<file path="src/rtl/divider_sequential.sv">
// rtl/divider_sequential.sv - iterative unsigned restoring divider, 2W/W -> W-bit quotient and remainder
module divider_sequential #(
  parameter int W = 24
) (
  input  logic           clk,
  input  logic           rst,
  input  logic           start_i,
  input  logic [2*W-1:0] Data_A_i,
  input  logic [W-1:0]   Data_B_i,
  output logic           ready_o,
  output logic           valid_o,
  output logic [W-1:0]   Data_Q_o,
  output logic [W-1:0]   Data_R_o,
  output logic           div_zero_o,
  output logic           overflow_o
);

  localparam int CW = $clog2(W + 1);

  localparam logic [1:0] IDLE = 2'd0;
  localparam logic [1:0] CALC = 2'd1;
  localparam logic [1:0] DONE = 2'd2;

  logic [1:0]    state;
  logic [W-1:0]  divisor;
  logic [W-1:0]  shreg;
  logic [W:0]    prem;
  logic [CW-1:0] count;

  logic [W+2:0]  trial;
  logic          qbit;
  logic [W:0]    prem_next;

  // prem stays below the divisor, so a non-negative trial never reaches bit W+1
  always_comb begin
    trial     = {1'b0, prem, shreg[W-1]} - {3'b000, divisor};
    qbit      = (trial[W+2:W+1] == 2'b00);
    prem_next = qbit ? trial[W:0] : {prem[W-1:0], shreg[W-1]};
  end

  assign ready_o = (state == IDLE);

  always_ff @(posedge clk or negedge rst) begin
    if (!rst) begin
      state      <= IDLE;
      divisor    <= '0;
      shreg      <= '0;
      prem       <= '0;
      count      <= '0;
      valid_o    <= 1'b0;
      Data_Q_o   <= '0;
      Data_R_o   <= '0;
      div_zero_o <= 1'b0;
      overflow_o <= 1'b0;
    end else begin
      valid_o <= 1'b0;
      case (state)
        IDLE: begin
          if (start_i) begin
            divisor    <= Data_B_i;
            shreg      <= Data_A_i[W-1:0];
            prem       <= {1'b0, Data_A_i[2*W-1:W]};
            count      <= '0;
            div_zero_o <= 1'b0;
            overflow_o <= 1'b0;
            if (Data_B_i == '0) begin
              state      <= DONE;
              valid_o    <= 1'b1;
              Data_Q_o   <= '1;
              Data_R_o   <= Data_A_i[W-1:0];
              div_zero_o <= 1'b1;
            end else if (Data_A_i[2*W-1:W] >= Data_B_i) begin
              state      <= DONE;
              valid_o    <= 1'b1;
              Data_Q_o   <= '1;
              Data_R_o   <= '0;
              overflow_o <= 1'b1;
            end else begin
              state <= CALC;
            end
          end
        end
        CALC: begin
          // quotient bits shift into the low end as dividend bits leave the top
          prem  <= prem_next;
          shreg <= {shreg[W-2:0], qbit};
          count <= count + CW'(1);
          if (count == CW'(W - 1)) begin
            Data_Q_o <= {shreg[W-2:0], qbit};
            Data_R_o <= prem_next[W-1:0];
            valid_o  <= 1'b1;
            state    <= DONE;
          end
        end
        DONE:    state <= IDLE;
        default: state <= IDLE;
      endcase
    end
  end

endmodule

</file>
<file path="config.mk">
export PLATFORM = sky130hd
export DESIGN_NAME = divider_sequential
export DESIGN_NICKNAME = d
export VERILOG_FILES = /design/src/rtl/divider_sequential.sv
export SDC_FILE = /design/constraint.sdc
export NUM_CORES = 1
export LEC_CHECK = 0
export ABC_AREA = 1
export CORE_MARGIN = 4
export CORE_UTILIZATION = 45
export CTS_CLUSTER_SIZE = 25
export DETAILED_ROUTE_END_ITERATION = 8
export PLACE_DENSITY_LB_ADDON = 0.25
export SLEW_MARGIN = 20
export SYNTH_ARGS = -nofsm -noshare
export SYNTH_HDL_FRONTEND = slang
export SYNTH_SLANG_ARGS = --single-unit
export TNS_END_PERCENT = 10
</file>
<file path="constraint.sdc">
create_clock -name clk -period 2.1 [get_ports clk]
set_input_delay 0.21 -clock clk [delete_from_list [all_inputs] [get_ports clk]]
set_output_delay 0.21 -clock clk [all_outputs]
set_load 0.02 [all_outputs]
</file>
==> results.md <==
* Status: finished, violations left
* Failing checks: negative setup slack
* Layout cells sized above 1 at 0.263
* Count of input and output buffers at 126
* Yosys cell types at 39
* Post-Syn Area at about 8500 um^2
* Gr usage total at 0.272
* Die width at around 150 um
* Reg2reg start: divisor[6]
* Yosys top cell by area: dfrtp_1
* CTS H-tree lvls at 4
* Clock buffer depth at 2
* Hold Crit Class: in -> async
* Area Overhead vs Synth at 51.4%
* Synth top area cells: dfrtp_1, nand2_1, inv_1
* Diode count at 0
* Drt initial violations at roughly 760
* WP data arrival at between 2 and 3 ns
* Fillers at about 1400
* Worst Setup Slack, final at -0.256 ns
* Via/cell ratio at between 5 and 6
* Seq/Total Area, Yosys at 0.384
* Setup crit start: divisor[6]
* Synth warn at 0
* Critical Path Sink: prem[13]
* Final Critical Period at 2.36 ns
* Worst setup EP type: register
* Worst slew pin tran at between 0.4 and 0.5 ns
* Io pins at 127
* Worst clock skew at about 0.015 ns
* Slew HR at 0.712
* Top cell type's share of synthesized area at 0.384
* Routability cong. at 0.955
* Fmax at roughly 420 MHz
* Clk slew on worst S/H paths at roughly 0.07 ns
* Initial antenna violation count at 0
* Vias in the first global route at a little under 9000
* # clock sinks at about 130
* Vias at about 9100
* Worst EP required at about 2.4 ns
* Post-synth EDFFs at 0
* Multi-input gate area at 5280 um^2
* Most common cell in the netlist: nand2_1
* # rows at 50
* Worst r2r dst: prem[13]
* Max-slew violations at 0
* Final core occ at 0.691
* MaxCap Viol Count at 0
* Commonest cells in the netlist: nand2_1, inv_1, dfrtp_1, nand3_1, nor2_1
* CTS tree: built
* Synth Net Count at 1344
* Final nets at roughly 1600
* HPWL after detailed placement at 21500 um
* Per-cell routed wire length at approximately 17 um
* Yosys reg bits at between 100 and 150
* Floorplan core area at roughly 19000 um^2
* Largest net degree at the start of global routing at 74
* FF+latch area at approximately 3300 um^2
* Startpoint types: register
* Post-Syn Area per Cell at about 7.0 um^2
* DRT antenna net count at 0
* Initial Utilization at 0.456
* Final period utilization at 1.12
* WS Path Type: reg -> reg
* Die Y at roughly 150 um
* Worst Reg-to-Reg Cells at 17
* Main synth FF type: dfrtp_1
* Design area at between 10000 and 15000 um^2
* CTS root buffer: clkbuf_16
* Fin cells at between 1500 and 2000
* Placed cell area at ~11000 um^2
* Total CTS buffers at 17
* First-pass GRT wire length at 46500 um
* Finish-stage setup viols at 75
* DRT Pass-1 Iters at 5
* Placed Cells at around 1700
* Final hold viol count at 0
* Die Area at 21200 um^2
* RSZ-0062 raised after global routing: true
* Crit Path Max Fanout at 8
* Skew-Pair Late Insertion Delay at ~0.43 ns
* Reg2reg setup slack at -0.26 ns
* DRT Wirelength at roughly 30000 um
* DRC violations left at 0
* Cells after Synth at between 1000 and 1500
* Asr flop ratio synth at 1.00
* GRT overflow at 0
==> final cells by class <==
class / count / share of cell area
Timing Repair Buffer: 308 / 0.221
Tap cell: 234 / 0.0227
Sequential cell: 131 / 0.254
Inverter: 170 / 0.0496
Clock inverter: 14 / 0.0111
Clock buffer: 18 / 0.0332
Multi-Input combinational cell: 875 / 0.409
==> cell families (layout without fill, tap and decap cells) <==
family          count (synthesis)  after routing  share of synthesized area
simple gates                  639            639                      0.318
buf+inv                       213            510                     0.0987
compound gates                182            182                      0.122
flops                         131            131                      0.384
fa+ha+maj                      50             50                     0.0742
xor+xnor                        4              4                    0.00411
==> worst min-delay path by stage <==
stage,slack (ns),endpoint,startpoint,depth (start not counted)
5_1_grt,0.32,divisor[23],rst,2
4_1_cts,0.29,divisor[23],rst,2
3_5_place_dp,0.16,divisor[23],rst,1
6_report,0.28,divisor[23],rst,2
3_3_place_gp,0.17,divisor[23],rst,1
2_1_floorplan,-0.09,Data_Q_o[0],rst,0
==> critical path, cell delays in order, from the launching register on <==
cell and delay, ns:
dfrtp_1 0.40, inv_2 0.08, ha_4 0.22, nand2_1 0.07, nand2_1 0.11, nand2_1 0.08, nand2_1 0.08, inv_1 0.08
nand3_2 0.09, nand2_2 0.08, nand4_1 0.14, nand2_4 0.17, nand2_8 0.10, clkbuf_16 0.20, nand3_4 0.09, nand3_2 0.07
o21ai_1 0.11, inv_1 0.06
==> sequential cells by signal, indices dropped and copies added (netlist names), 2 cells and up <==
name / count
shreg: 24
Data_R_o: 24
divisor: 24
state: 2
Data_Q_o: 24
count: 5
prem: 25
==> through the flow <==
step | setup TNS, ns | hold slack [ns] | setup slack, ns
floorplan | 0 | -0.0856 | 0.00608
global placement | -30.55 | 0.166 | -0.486
detailed placement | -32.13 | 0.165 | -0.542
CTS | -5.65 | 0.286 | -0.175
global route | -20.41 | 0.325 | -0.376
finish | -9.82 | 0.280 | -0.256
==> metal layers <==
layer,share of wire,wire [um],GRT usage,vias up
li1,-,-,-,4464
met1,0.42,12700,0.360,4227
met5,0,0,0,-
met3,0.065,1930,0.0473,85
met2,0.47,14000,0.443,366
met4,0.044,1330,0.113,0
==> layout by cell type, fill, tap and decap left out, types with 7 or more instances in the layout <==
| cell type | count |
|---|---|
| inv_2 | 15 |
| clkdlybuf4s50_1 | 124 |
| o21a_1 | 22 |
| buf_4 | 162 |
| nor2_1 | 89 |
| ha_4 | 21 |
| dfrtp_1 | 130 |
| nand2_2 | 47 |
| nand2_1 | 329 |
| a21oi_1 | 28 |
| nand4_1 | 14 |
| nand3_1 | 67 |
| o21ai_1 | 12 |
| clkbuf_16 | 20 |
| inv_1 | 154 |
| nor2_4 | 7 |
| nand3_2 | 40 |
| buf_12 | 13 |
| o21ai_0 | 81 |
| nand3_4 | 8 |
| ha_1 | 27 |
| nor2_2 | 13 |
| a21boi_1 | 9 |
==> what timing repair did <==
item,4_1_cts,5_1_grt
buffers inserted,7,12
resized for setup,92,109
endpoints found under the hold margin,38,0
pin swaps,15,33
cloned,0,3
hold buffers,1,0
setup endpoints to repair,75,76
Power is not shown: default switching activity piles up to over one toggle a cycle in this logic, so the estimate is an artifact.
